<file path="src/rtl/ddr3_rw_arbiter_if.sv">
// Bundle of every requester-side and DDR3 IP-side signal handled by ddr3_rw_arbiter.
// master : arbiter view (drives grants, strobes and the IP command/data ports)
// slave  : environment view (requesters, FIFOs and the DDR3 IP)
// Requester side: init_calib_complete, wr_/rd_ req, addr, burst, grant, done, FIFO strobes/data
// IP side       : cmd_ready, cmd, cmd_en, app_burst_number, addr, wr_data_rdy/en/end,
//                 wr_data, wr_data_mask, rd_data_valid, rd_data
interface ddr3_rw_arbiter_if #(
   parameter int unsigned ADDR_WIDTH = 28,
   parameter int unsigned DATA_WIDTH = 128
);
   logic                    init_calib_complete;
   logic                    wr_req;
   logic [ADDR_WIDTH-1:0]   wr_addr;
   logic [5:0]              wr_burst;
   logic                    wr_grant;
   logic                    wr_fifo_rd;
   logic [DATA_WIDTH-1:0]   wr_fifo_data;
   logic                    wr_done;
   logic                    rd_req;
   logic [ADDR_WIDTH-1:0]   rd_addr;
   logic [5:0]              rd_burst;
   logic                    rd_urgent;
   logic                    rd_grant;
   logic                    rd_fifo_wr;
   logic [DATA_WIDTH-1:0]   rd_fifo_data;
   logic                    rd_done;
   logic                    cmd_ready;
   logic [2:0]              cmd;
   logic                    cmd_en;
   logic [5:0]              app_burst_number;
   logic [ADDR_WIDTH-1:0]   addr;
   logic                    wr_data_rdy;
   logic                    wr_data_en;
   logic                    wr_data_end;
   logic [DATA_WIDTH-1:0]   wr_data;
   logic [DATA_WIDTH/8-1:0] wr_data_mask;
   logic                    rd_data_valid;
   logic [DATA_WIDTH-1:0]   rd_data;

   modport master (
      input  init_calib_complete, wr_req, wr_addr, wr_burst, wr_fifo_data,
             rd_req, rd_addr, rd_burst, rd_urgent, cmd_ready, wr_data_rdy,
             rd_data_valid, rd_data,
      output wr_grant, wr_fifo_rd, wr_done, rd_grant, rd_fifo_wr, rd_fifo_data,
             rd_done, cmd, cmd_en, app_burst_number, addr, wr_data_en,
             wr_data_end, wr_data, wr_data_mask
   );

   modport slave (
      output init_calib_complete, wr_req, wr_addr, wr_burst, wr_fifo_data,
             rd_req, rd_addr, rd_burst, rd_urgent, cmd_ready, wr_data_rdy,
             rd_data_valid, rd_data,
      input  wr_grant, wr_fifo_rd, wr_done, rd_grant, rd_fifo_wr, rd_fifo_data,
             rd_done, cmd, cmd_en, app_burst_number, addr, wr_data_en,
             wr_data_end, wr_data, wr_data_mask
   );
endinterface

</file>
<file path="src/rtl/ddr3_rw_arbiter.sv">
// Shares the single DDR3 IP application port between one write requester (camera ingest
// FIFO) and one read requester (video prefetch FIFO). Grants whole bursts, streams write
// beats before the write command, counts read beats back and pulses completion.
// Ports: clk, rst_n (async active-low), bus (ddr3_rw_arbiter_if.master, all handshakes).
module ddr3_rw_arbiter #(
   parameter int unsigned ADDR_WIDTH = 28,
   parameter int unsigned DATA_WIDTH = 128,
   parameter int unsigned CMD_WR     = 0,
   parameter int unsigned CMD_RD     = 1
) (
   input  logic                      clk,
   input  logic                      rst_n,
   ddr3_rw_arbiter_if.master         bus
);
   localparam int unsigned BURST_W = 6;
   localparam int unsigned MASK_W  = DATA_WIDTH / 8;

   localparam logic [2:0] S_IDLE    = 3'd0;
   localparam logic [2:0] S_WR_DATA = 3'd1;
   localparam logic [2:0] S_WR_CMD  = 3'd2;
   localparam logic [2:0] S_RD_CMD  = 3'd3;
   localparam logic [2:0] S_RD_WAIT = 3'd4;

   logic [2:0]            state_q, state_d;
   logic [BURST_W-1:0]    cnt_q, cnt_d;
   logic [BURST_W-1:0]    burst_q, burst_d;
   logic [ADDR_WIDTH-1:0] addr_q, addr_d;
   logic                  last_rd_q, last_rd_d;
   logic                  run_q;

   logic                  pick_wr, pick_rd;
   logic                  wr_grant_c, rd_grant_c, wr_done_c, rd_done_c;
   logic                  wr_beat_c, rd_beat_c, cmd_en_c;
   logic [2:0]            cmd_c;

   // Arbitration decision; run_q keeps grants low while reset is (or was just) asserted.
   always_comb begin
      pick_wr = 1'b0;
      pick_rd = 1'b0;
      if (run_q && bus.init_calib_complete) begin
         if (bus.rd_req && bus.rd_urgent) begin
            pick_rd = 1'b1;
         end else if (bus.wr_req && bus.rd_req) begin
            pick_rd = !last_rd_q;
            pick_wr = last_rd_q;
         end else if (bus.wr_req) begin
            pick_wr = 1'b1;
         end else if (bus.rd_req) begin
            pick_rd = 1'b1;
         end
      end
   end

   // Next-state and handshake outputs.
   always_comb begin
      state_d    = state_q;
      cnt_d      = cnt_q;
      burst_d    = burst_q;
      addr_d     = addr_q;
      last_rd_d  = last_rd_q;
      wr_grant_c = 1'b0;
      rd_grant_c = 1'b0;
      wr_done_c  = 1'b0;
      rd_done_c  = 1'b0;
      wr_beat_c  = 1'b0;
      rd_beat_c  = 1'b0;
      cmd_en_c   = 1'b0;
      cmd_c      = 3'(CMD_WR);
      case (state_q)
         S_IDLE: begin
            if (pick_wr) begin
               wr_grant_c = 1'b1;
               addr_d     = bus.wr_addr;
               burst_d    = bus.wr_burst;
               last_rd_d  = 1'b0;
               cnt_d      = '0;
               state_d    = S_WR_DATA;
            end else if (pick_rd) begin
               rd_grant_c = 1'b1;
               addr_d     = bus.rd_addr;
               burst_d    = bus.rd_burst;
               last_rd_d  = 1'b1;
               cnt_d      = '0;
               state_d    = S_RD_CMD;
            end
         end
         S_WR_DATA: begin
            // One BL8 beat per cycle the IP accepts write data.
            wr_beat_c = bus.wr_data_rdy;
            if (wr_beat_c) begin
               cnt_d = cnt_q + BURST_W'(1);
               if (cnt_q == burst_q) state_d = S_WR_CMD;
            end
         end
         S_WR_CMD: begin
            cmd_en_c = 1'b1;
            cmd_c    = 3'(CMD_WR);
            if (bus.cmd_ready) begin
               wr_done_c = 1'b1;
               state_d   = S_IDLE;
            end
         end
         S_RD_CMD: begin
            cmd_en_c = 1'b1;
            cmd_c    = 3'(CMD_RD);
            if (bus.cmd_ready) state_d = S_RD_WAIT;
         end
         S_RD_WAIT: begin
            rd_beat_c = bus.rd_data_valid;
            if (rd_beat_c) begin
               cnt_d = cnt_q + BURST_W'(1);
               if (cnt_q == burst_q) begin
                  rd_done_c = 1'b1;
                  state_d   = S_IDLE;
               end
            end
         end
         default: state_d = S_IDLE;
      endcase
   end

   // State register; last grant resets to read so the first tie goes to write.
   always_ff @(posedge clk or negedge rst_n) begin
      if (!rst_n) begin
         state_q   <= S_IDLE;
         cnt_q     <= '0;
         burst_q   <= '0;
         addr_q    <= '0;
         last_rd_q <= 1'b1;
         run_q     <= 1'b0;
      end else begin
         state_q   <= state_d;
         cnt_q     <= cnt_d;
         burst_q   <= burst_d;
         addr_q    <= addr_d;
         last_rd_q <= last_rd_d;
         run_q     <= 1'b1;
      end
   end

   assign bus.wr_grant         = wr_grant_c;
   assign bus.rd_grant         = rd_grant_c;
   assign bus.wr_done          = wr_done_c;
   assign bus.rd_done          = rd_done_c;
   assign bus.wr_fifo_rd       = wr_beat_c;
   assign bus.wr_data_en       = wr_beat_c;
   assign bus.wr_data_end      = wr_beat_c;
   assign bus.wr_data          = bus.wr_fifo_data;
   assign bus.wr_data_mask     = {MASK_W{1'b0}};
   assign bus.rd_fifo_wr       = rd_beat_c;
   assign bus.rd_fifo_data     = bus.rd_data;
   assign bus.cmd_en           = cmd_en_c;
   assign bus.cmd              = cmd_c;
   assign bus.addr             = addr_q;
   assign bus.app_burst_number = burst_q;
endmodule

</file>
<file path="src/flat_wrapper.sv">
// flat-port wrapper written by rule: the top's interface ports become plain ports
module ddr3_rw_arbiter_flat 
#(
   parameter int unsigned ADDR_WIDTH = 28,
   parameter int unsigned DATA_WIDTH = 128,
   parameter int unsigned CMD_WR     = 0,
   parameter int unsigned CMD_RD     = 1
)
  (clk, rst_n, bus_init_calib_complete, bus_wr_req, bus_wr_addr, bus_wr_burst, bus_wr_fifo_data, bus_rd_req, bus_rd_addr, bus_rd_burst, bus_rd_urgent, bus_cmd_ready, bus_wr_data_rdy, bus_rd_data_valid, bus_rd_data, bus_wr_grant, bus_wr_fifo_rd, bus_wr_done, bus_rd_grant, bus_rd_fifo_wr, bus_rd_fifo_data, bus_rd_done, bus_cmd, bus_cmd_en, bus_app_burst_number, bus_addr, bus_wr_data_en, bus_wr_data_end, bus_wr_data, bus_wr_data_mask);
  ddr3_rw_arbiter_if #(.ADDR_WIDTH(ADDR_WIDTH), .DATA_WIDTH(DATA_WIDTH)) bus_i ();
  input  logic clk;
  input  logic rst_n;
  input wire logic [$bits(bus_i.init_calib_complete)-1:0] bus_init_calib_complete;
  input wire logic [$bits(bus_i.wr_req)-1:0] bus_wr_req;
  input wire logic [$bits(bus_i.wr_addr)-1:0] bus_wr_addr;
  input wire logic [$bits(bus_i.wr_burst)-1:0] bus_wr_burst;
  input wire logic [$bits(bus_i.wr_fifo_data)-1:0] bus_wr_fifo_data;
  input wire logic [$bits(bus_i.rd_req)-1:0] bus_rd_req;
  input wire logic [$bits(bus_i.rd_addr)-1:0] bus_rd_addr;
  input wire logic [$bits(bus_i.rd_burst)-1:0] bus_rd_burst;
  input wire logic [$bits(bus_i.rd_urgent)-1:0] bus_rd_urgent;
  input wire logic [$bits(bus_i.cmd_ready)-1:0] bus_cmd_ready;
  input wire logic [$bits(bus_i.wr_data_rdy)-1:0] bus_wr_data_rdy;
  input wire logic [$bits(bus_i.rd_data_valid)-1:0] bus_rd_data_valid;
  input wire logic [$bits(bus_i.rd_data)-1:0] bus_rd_data;
  output wire logic [$bits(bus_i.wr_grant)-1:0] bus_wr_grant;
  output wire logic [$bits(bus_i.wr_fifo_rd)-1:0] bus_wr_fifo_rd;
  output wire logic [$bits(bus_i.wr_done)-1:0] bus_wr_done;
  output wire logic [$bits(bus_i.rd_grant)-1:0] bus_rd_grant;
  output wire logic [$bits(bus_i.rd_fifo_wr)-1:0] bus_rd_fifo_wr;
  output wire logic [$bits(bus_i.rd_fifo_data)-1:0] bus_rd_fifo_data;
  output wire logic [$bits(bus_i.rd_done)-1:0] bus_rd_done;
  output wire logic [$bits(bus_i.cmd)-1:0] bus_cmd;
  output wire logic [$bits(bus_i.cmd_en)-1:0] bus_cmd_en;
  output wire logic [$bits(bus_i.app_burst_number)-1:0] bus_app_burst_number;
  output wire logic [$bits(bus_i.addr)-1:0] bus_addr;
  output wire logic [$bits(bus_i.wr_data_en)-1:0] bus_wr_data_en;
  output wire logic [$bits(bus_i.wr_data_end)-1:0] bus_wr_data_end;
  output wire logic [$bits(bus_i.wr_data)-1:0] bus_wr_data;
  output wire logic [$bits(bus_i.wr_data_mask)-1:0] bus_wr_data_mask;
  assign bus_i.init_calib_complete = bus_init_calib_complete;
  assign bus_i.wr_req = bus_wr_req;
  assign bus_i.wr_addr = bus_wr_addr;
  assign bus_i.wr_burst = bus_wr_burst;
  assign bus_i.wr_fifo_data = bus_wr_fifo_data;
  assign bus_i.rd_req = bus_rd_req;
  assign bus_i.rd_addr = bus_rd_addr;
  assign bus_i.rd_burst = bus_rd_burst;
  assign bus_i.rd_urgent = bus_rd_urgent;
  assign bus_i.cmd_ready = bus_cmd_ready;
  assign bus_i.wr_data_rdy = bus_wr_data_rdy;
  assign bus_i.rd_data_valid = bus_rd_data_valid;
  assign bus_i.rd_data = bus_rd_data;
  assign bus_wr_grant = bus_i.wr_grant;
  assign bus_wr_fifo_rd = bus_i.wr_fifo_rd;
  assign bus_wr_done = bus_i.wr_done;
  assign bus_rd_grant = bus_i.rd_grant;
  assign bus_rd_fifo_wr = bus_i.rd_fifo_wr;
  assign bus_rd_fifo_data = bus_i.rd_fifo_data;
  assign bus_rd_done = bus_i.rd_done;
  assign bus_cmd = bus_i.cmd;
  assign bus_cmd_en = bus_i.cmd_en;
  assign bus_app_burst_number = bus_i.app_burst_number;
  assign bus_addr = bus_i.addr;
  assign bus_wr_data_en = bus_i.wr_data_en;
  assign bus_wr_data_end = bus_i.wr_data_end;
  assign bus_wr_data = bus_i.wr_data;
  assign bus_wr_data_mask = bus_i.wr_data_mask;
  ddr3_rw_arbiter #(.ADDR_WIDTH(ADDR_WIDTH), .DATA_WIDTH(DATA_WIDTH), .CMD_WR(CMD_WR), .CMD_RD(CMD_RD)) u_core (.clk(clk), .rst_n(rst_n), .bus(bus_i));
endmodule
</file>
<file path="config.mk">
export PLATFORM = sky130hd
export DESIGN_NAME = ddr3_rw_arbiter_flat
export DESIGN_NICKNAME = d
export VERILOG_FILES = /design/src/rtl/ddr3_rw_arbiter_if.sv /design/src/rtl/ddr3_rw_arbiter.sv /design/src/flat_wrapper.sv
export SDC_FILE = /design/constraint.sdc
export NUM_CORES = 1
export LEC_CHECK = 0
export BUFFER_PORTS_ARGS = -buffer_cell sky130_fd_sc_hd__buf_2
export CAP_MARGIN = 20
export CORE_AREA = 2 2 250 252
export CTS_BUF_LIST = sky130_fd_sc_hd__clkbuf_4 sky130_fd_sc_hd__clkbuf_8
export CTS_CLUSTER_DIAMETER = 50
export DETAILED_ROUTE_END_ITERATION = 7
export DIE_AREA = 0 0 252 254
export PLACE_DENSITY_LB_ADDON = 0.25
export SYNTH_ARGS = -nofsm -noshare
export SYNTH_HDL_FRONTEND = slang
export SYNTH_SLANG_ARGS = --single-unit
export TNS_END_PERCENT = 5
</file>
<file path="constraint.sdc">
create_clock -name clk -period 3.92 [get_ports clk]
set_input_delay 0.392 -clock clk [delete_from_list [all_inputs] [get_ports clk]]
set_output_delay 0.392 -clock clk [all_outputs]
set_load 0.02 [all_outputs]
</file>
==> flow_summary.json, run 1 <==
{
  "synthTopCellsByArea": "buf_4 (47%), dfrtp_1 (25%), mux2i_1 (8.2%)",
  "status": "finished, final reports clean",
  "synth_warnings": 0,
  "setup-violations-final": 0,
  "fp.coreArea_mm2": 0.06126,
  "dpl.hpwl_um": 13310,
  "grtUsageTotal": 0.04938,
  "drt-pass1-iter-count": 4,
  "viasPerCell": 2.244,
  "cp-start-kind": "register",
  "drc": 0,
  "die_h_um": 254,
  "finalHoldViolations": 0,
  "maxSlewHeadroom": 0.4515,
  "required_ps": 3530,
  "nNetsFinal": 705,
  "fin_ws_ps": 1419,
  "n_antenna_cell": 0,
  "port_buffers": 120,
  "grt_overflow": 0,
  "grt_pass1_wl_um": 21450,
  "ys_seq_area_frac": 0.2568,
  "busiest_layer": "met2",
  "clockRootBuffer": "clkbuf_8",
  "grt_max_degree": 77,
  "crit_arrival_ps": 2110,
  "grt_pass1_vias": 2733,
  "whs_ps": 53.85,
  "initial_core_util": 0.07165,
  "worstSetupEndpointType": "primary output",
  "layout-drive-gt1-share": 0.3683,
  "row_count": 91,
  "synth-edff-count": 0,
  "die_area_mm2": 0.06401,
  "globalplace.congestion": 0.6086,
  "p_leak_nw": 1.651,
  "clk_transition_reported_paths_ps": 120,
  "cts_htree_levels": 2,
  "synth.distinct_cells": 35,
  "drtIter0Drc": 109,
  "post_cts.repair.setup_buffers": 0,
  "cts_resized": 0,
  "max_stage_delay_ps": 630,
  "synth_top_cell_by_area": "buf_4",
  "path_delay_family": "compound AO/OA/AOI/OAI gates",
  "tns_ps": 0,
  "use_met3": 0.03862,
  "worstMarginPinSlew_ps": 822.7,
  "post-route-period-util": 0.6379,
  "final_cell_mix": "buf_2 (120), dfrtp_1 (44), nand2_1 (42)",
  "hold_class": "input pin to async pin",
  "rsz0062_at_grt": "false",
  "clock.fmax_mhz": 399.9,
  "cts_made_buffers": 5,
  "antenna_found_initial": 4,
  "preCtsSetupSlack_ps": 1651,
  "clock_insertion_delay_worst_skew_ps": 350,
  "clock_sinks": 45,
  "path_buf_inv": 1,
  "postCtsHoldBufs": 0,
  "via_count": 2608,
  "ys_ff_latch": 45,
  "vdd_drop_max_mv": 0.2083,
  "min_period_ps": 2501,
  "synth_cells": 513,
  "clk_path_buf_depth": 2,
  "synth_top_area_frac": 0.4738,
  "grt_util_met2": 0.07399,
  "fin_skew_ps": 18.12,
  "max_cap_violations": 0,
  "cts_tree": "yes",
  "slew_violations": 0,
  "power_density_mw_per_mm2": 532.7,
  "routed_wirelength_um": 16730,
  "path_cells": "nand2b_1 > a21oi_4 > and2b_1 > buf_2",
  "syn_area_mm2": 0.004389,
  "antenna_left": 0,
  "area_growth_pct": -8.210,
  "synth_ff_type": "dfrtp_1",
  "crit_fanout": 12,
  "async_flop_share": 1.000,
  "die_x_um": 252,
  "slowest_stage": "a21oi_4",
  "path_class": "register to primary output",
  "io_pins": 651,
  "gr-usage-met1": 0.04123,
  "syn_avg_cell_area_um2": 8.556,
  "final_common_cell": "buf_2",
  "wire_per_inst_um": 14.40
}
==> cell type report <==
class                      count  area, um^2
timing repair buffer         125       638.1
inverter                       4       15.01
fill                        7211       57230
clock buffer                   7       96.34
multi-input combinational    190        1159
clock inverter                 1       5.005
sequential                    45        1127
tap                          790       988.4
==> routing by layer <==
metal | routed length, um | part of all wire | vias up
li1 | - | - | 1063
met3 | 3013 | 0.18 | 140
met1 | 4823 | 0.29 | 1061
met4 | 1449 | 0.087 | 4
met2 | 7414 | 0.44 | 340
met5 | 27 | 0.0016 | -
==> Yosys cell counts, types with 2 or more instances <==
cell	instances
a21oi_1	6
and3_1	3
buf_2	7
buf_4	277
buf_6	3
clkbuf_1	4
conb_1	2
dfrtp_1	44
inv_1	4
mux2i_1	36
nand2_1	42
nand3_1	9
nand3b_1	2
nand4bb_1	2
nor2_1	6
nor2b_1	2
nor3_1	4
nor4_1	2
o21ai_0	36
or3_4	2
xnor2_1	3
xor2_1	4
==> flip-flops by register name, summed over array words and instances, names as in the netlist <==
register / count
u_core.bus.addr: 28
u_core.run_q: 1
u_core.bus.app_burst_number: 6
u_core.state_q: 3
u_core.cnt_q: 6
u_core.last_rd_q: 1
==> power breakdown <==
group	switching, mW	leakage, nW	internal (mW)
sequential	0.180	0.565	0.662
combinational	0.592	1.03	0.325
clock	0.226	0.0542	0.161
total	0.998	1.65	1.15
==> cell families after synthesis <==
logic type	share of synthesized area
AOI/OAI and AO/OA	0.06043
and+or+nand+nor	0.08580
adders and majority gates	0.002850
xor gates and xnor gates	0.01397
DFF	0.2568
other	0.001711
buffers and inverters	0.4963
muxes	0.08210
==> metrics by stage <==
step                      cells     util  total power [mW]  cell area, um^2
after global placement     1154  0.06412             1.818             3928
final                      1162  0.06577             2.146             4029
after floorplan             530        -             1.802             4453
after detailed placement   1154  0.06412             1.813             3928
after CTS                  1162  0.06577             2.245             4029
after global routing       1162  0.06577             2.351             4029
==> worst paths after layout <==
path / startpoint / end / slack, ps / cells past startpoint
max: u_core.last_rd_q$_DFFE_PN1P_ / bus_wr_grant / 1420 / 4
min: rst_n / u_core.bus.addr[11]$_DFFE_PN0P_ / 50 / 1
max reg2reg: u_core.state_q[1]$_DFFE_PN0P_ / u_core.cnt_q[5]$_DFFE_PN0P_ / 1680 / 4
min reg2reg: u_core.bus.addr[22]$_DFFE_PN0P_ / u_core.bus.addr[22]$_DFFE_PN0P_ / 490 / 2
max in group asynchronous: rst_n / u_core.last_rd_q$_DFFE_PN1P_ / 3030 / 2
min in group clk: bus_rd_addr[26] / u_core.bus.addr[26]$_DFFE_PN0P_ / 310 / 3
Power figures use the tool's default switching activity.
==> inputs of run 2 (changes only) <==
- clock period: 3.92 -> 2.4 ns (I/O delays scaled with it)
==> flow_summary.json, run 2 (same netlist as run 1, synthesis figures left out) <==
{
  "post-route-period-util": 0.9081,
  "die_area_mm2": 0.06401,
  "cp-start-kind": "register",
  "p_leak_nw": 1.662,
  "clockRootBuffer": "clkbuf_8",
  "grt_pass1_wl_um": 20910,
  "die_x_um": 252,
  "globalplace.congestion": 0.5955,
  "vdd_drop_max_mv": 0.2451,
  "slew_violations": 0,
  "fp.coreArea_mm2": 0.06126,
  "maxSlewHeadroom": 0.5811,
  "power_mw": 3.439,
  "clock_insertion_delay_worst_skew_ps": 340,
  "clock.fmax_mhz": 458.8,
  "status": "finished, final reports clean",
  "final_common_cell": "buf_2",
  "whs_ps": 179.5,
  "crit_arrival_ps": 1940,
  "drt-pass1-iter-count": 4,
  "crit_fanout": 4,
  "worstMarginPinSlew_ps": 628.3,
  "antenna_left": 0,
  "rsz0062_at_grt": "false",
  "antenna_found_initial": 4,
  "via_count": 2627,
  "required_ps": 2160,
  "cts_made_buffers": 5,
  "io_pins": 651,
  "fin_skew_ps": 9.232,
  "largest_reg_flops": 28,
  "grt_pass1_vias": 2738,
  "port_buffers": 120,
  "tns_ps": 0,
  "drtIter0Drc": 79,
  "drc": 0,
  "clk_path_buf_depth": 2,
  "max_cap_violations": 0,
  "dpl.hpwl_um": 13170,
  "area_growth_pct": -7.412,
  "initial_core_util": 0.07165,
  "viasPerCell": 2.257,
  "row_count": 91,
  "preCtsSetupSlack_ps": 394.4,
  "cts_htree_levels": 2,
  "finalHoldViolations": 0,
  "fin_area_mm2": 0.004064,
  "grt_overflow": 0,
  "worstSetupEndpointType": "primary output",
  "wire_per_inst_um": 13.91,
  "fill_cells": 7231,
  "setup-violations-final": 0,
  "cts_tree": "yes",
  "fin_ws_ps": 220.6,
  "grt_max_degree": 65,
  "grtUsageTotal": 0.04774,
  "layout-drive-gt1-share": 0.3673,
  "clock_sinks": 45,
  "routed_wirelength_um": 16190,
  "min_period_ps": 2179,
  "path_class": "register to primary output",
  "nNetsFinal": 706,
  "die_h_um": 254,
  "dpl_cell_area_mm2": 0.003965,
  "clk_transition_reported_paths_ps": 100,
  "hold_class": "input pin to register",
  "power_density_mw_per_mm2": 846.1,
  "final_cell_mix": "buf_2 (120), dfrtp_1 (44), nand2_1 (42)"
}
==> run 2: metrics by stage <==
step           instances  utilization
2_1_floorplan        530            -
3_3_place_gp        1154      0.06473
3_5_place_dp        1154      0.06473
4_1_cts             1163      0.06630
5_1_grt             1163      0.06630
6_report            1164      0.06634
==> run 2: cell type report <==
cell class / count / area [um^2] / share of cell area
Antenna cell: 1 / 2.502 / 0.0006158
Clock buffer: 6 / 76.32 / 0.01878
Inverter: 4 / 15.01 / 0.003695
Tap cell: 790 / 988.4 / 0.2432
Timing Repair Buffer: 126 / 685.7 / 0.1687
Multi-Input combinational cell: 190 / 1159 / 0.2851
Clock inverter: 2 / 10.01 / 0.002463
Sequential cell: 45 / 1127 / 0.2774
==> run 2: metal layers <==
layer,track usage,part of all wire,vias to the layer above
li1,-,-,1076
met2,0.07005,0.43,336
met1,0.03892,0.28,1061
met4,0.04801,0.093,6
met3,0.03943,0.19,148
met5,0,0.0023,-
==> run 2: final timing paths <==
path	slack, ps	cells past startpoint	from	endpoint
max	220	5	u_core.cnt_q[2]$_DFFE_PN0P_	bus_rd_done
min	180	3	bus_rd_addr[6]	u_core.bus.addr[6]$_DFFE_PN0P_
max reg2reg	420	5	u_core.state_q[2]$_DFFE_PN0P_	u_core.cnt_q[3]$_DFFE_PN0P_
min reg2reg	480	2	u_core.bus.addr[9]$_DFFE_PN0P_	u_core.bus.addr[9]$_DFFE_PN0P_
max in group asynchronous	1340	3	rst_n	u_core.last_rd_q$_DFFE_PN1P_
min in group asynchronous	410	2	rst_n	u_core.bus.addr[27]$_DFFE_PN0P_
==> run 2: timing repair <==
action	in CTS	in global routing
hold buffers	1	0
resized for setup	0	0
buffers inserted	0	0
endpoints found under the hold margin	18	0
==> run 2: critical path: stages (launching register included) <==
cell     delay, ps
dfrtp_1        450
xor2_1         190
nor4_1         350
nand3_1        250
nor2_1         160
buf_2          210
==> run 2: power breakdown <==
group          internal [mW]  total (mW)  leakage, nW  switching, mW
clock                  0.215       0.547       0.0484          0.332
combinational          0.553        1.54         1.05          0.983
sequential              1.08        1.36        0.565          0.274
total                   1.85        3.44         1.66           1.59
==> inputs of run 3 (changes only) <==
- TNS_END_PERCENT: 5 -> default
- clock period: 2.4 -> 2.7 ns (I/O delays scaled with it)
==> flow_summary.json, run 3 (same netlist as run 1, synthesis figures left out) <==
{
  "status": "finished, final reports clean",
  "clk_transition_reported_paths_ps": 120,
  "clock.fmax_mhz": 418.8,
  "row_count": 91,
  "wire_per_inst_um": 14.37,
  "port_buffers": 120,
  "fp.coreArea_mm2": 0.06126,
  "vdd_drop_max_mv": 0.2768,
  "p_leak_nw": 1.687,
  "antenna_found_initial": 5,
  "p_int_mw": 1.725,
  "worstMarginPinSlew_ps": 666.3,
  "finalHoldViolations": 0,
  "slew_violations": 0,
  "clkPwrFrac": 0.186,
  "p_comb_frac": 0.427,
  "post-route-period-util": 0.8844,
  "grt_pass1_vias": 2808,
  "drtIter0Drc": 125,
  "min_period_ps": 2388,
  "fin_cells": 1169,
  "crit_fanout": 4,
  "tns_ps": 0,
  "dpl.cell_count": 1159,
  "largest_reg_flops": 28,
  "drc": 0,
  "antenna_left": 0,
  "power_density_mw_per_mm2": 769.3,
  "die_h_um": 254,
  "crit_start": "u_core.cnt_q[2]$_DFFE_PN0P_",
  "path_class": "register to primary output",
  "die_x_um": 252,
  "crit_arrival_ps": 2120,
  "routed_wirelength_um": 16800,
  "cts_tree": "yes",
  "maxSlewHeadroom": 0.5558,
  "required_ps": 2430,
  "reg2regPathDepth": 4,
  "globalplace.congestion": 0.5901,
  "p_seq_frac": 0.386,
  "fin_skew_ps": 23.81,
  "cts_made_buffers": 5,
  "p_sw_mw": 1.443,
  "min-delay-start": "bus_rd_addr[0]",
  "grtUsageTotal": 0.05013,
  "viasPerCell": 2.246,
  "cp-start-kind": "register",
  "slowest_stage": "dfrtp_1",
  "cts_htree_levels": 2,
  "clk_path_buf_depth": 2,
  "path_cells": "xor2_1 > nor4_1 > nand3_1 > nor2_1 > buf_2",
  "hold_class": "input pin to register",
  "drt-pass1-iter-count": 4,
  "final_common_cell": "buf_2",
  "post_cts.repair.setup_buffers": 0,
  "max_cap_violations": 0,
  "area_growth_pct": -6.186,
  "dpl.hpwl_um": 13850,
  "io_pins": 651,
  "r2r-start": "u_core.state_q[1]$_DFFE_PN0P_",
  "worstSetupEndpointType": "primary output",
  "switching_share": 0.4555,
  "initial_core_util": 0.07165,
  "clock_sinks": 45,
  "grt_overflow": 0,
  "holdPathStages": 3,
  "fin_area_mm2": 0.004118,
  "nNetsFinal": 711,
  "clock_insertion_delay_worst_skew_ps": 350,
  "max_stage_delay_ps": 460,
  "setup-violations-final": 0,
  "dpl_cell_area_mm2": 0.003990,
  "via_count": 2626,
  "final_cell_mix": "buf_2 (120), dfrtp_1 (44), nand2_1 (42)",
  "die_area_mm2": 0.06401,
  "layout-drive-gt1-share": 0.3757,
  "grt_max_degree": 46,
  "rsz0062_at_grt": "false",
  "clockRootBuffer": "clkbuf_8",
  "grt_pass1_wl_um": 21830
}
-- run 3: routing by layer --
metal / part of all wire / up-vias / wire length, um / GRT usage
met5: 0.00065 / - / 11 / 0
met4: 0.091 / 2 / 1526 / 0.04937
met3: 0.18 / 139 / 2981 / 0.03749
met2: 0.43 / 344 / 7269 / 0.07351
met1: 0.30 / 1058 / 5014 / 0.04365
li1: - / 1083 / - / -
-- run 3: cell type report --
class | instances | area [um^2]
Fill cell | 7226 | 57140
Multi-Input combinational cell | 190 | 1159
Sequential cell | 45 | 1127
Tap cell | 790 | 988.4
Timing Repair Buffer | 131 | 710.7
Clock buffer | 5 | 68.82
Clock inverter | 3 | 46.29
Inverter | 4 | 15.01
Antenna cell | 1 | 2.502
-- run 3: critical path: cells and delay by family, from the launching register on --
family        cells  cell delay, ps
xor+xnor          1             180
buf+inv           1             230
flops             1             460
simple gates      3             900
-- run 3: final timing paths --
kind / to / slack [ps]
max: bus_rd_done / 310
min: u_core.bus.addr[0]$_DFFE_PN0P_ / 200
max reg2reg: u_core.bus.addr[2]$_DFFE_PN0P_ / 530
min reg2reg: u_core.bus.addr[5]$_DFFE_PN0P_ / 490
max in group asynchronous: u_core.last_rd_q$_DFFE_PN1P_ / 1560
min in group asynchronous: u_core.bus.addr[11]$_DFFE_PN0P_ / 460
-- run 3: power groups by stage --
stage	clock, mW	combinational [mW]	sequential (mW)
after floorplan	0	1.18	1.44
after global placement	0	1.40	1.26
after detailed placement	0	1.40	1.25
after CTS	0.652	1.41	1.24
after global routing	0.670	1.52	1.27
final	0.591	1.35	1.22
-- run 3: repair_timing --
action                                 CTS  global route
endpoints found under the hold margin   20             0
hold buffers                             1             0
resized for setup                        0             0
-- run 3: through the flow --
| step | utilization | setup WS (ps) | power [mW] | hold slack [ps] |
|---|---|---|---|---|
| detailed placement | 0.06514 | 520.4 | 2.652 | 340.7 |
| finish | 0.06722 | 312.2 | 3.168 | 200.6 |
| global route | 0.06718 | 130.8 | 3.467 | 193.9 |
| floorplan | - | 868.3 | 2.616 | -25.59 |
| global placement | 0.06514 | 545.7 | 2.660 | 341.8 |
| CTS | 0.06718 | 212.8 | 3.299 | 159.8 |
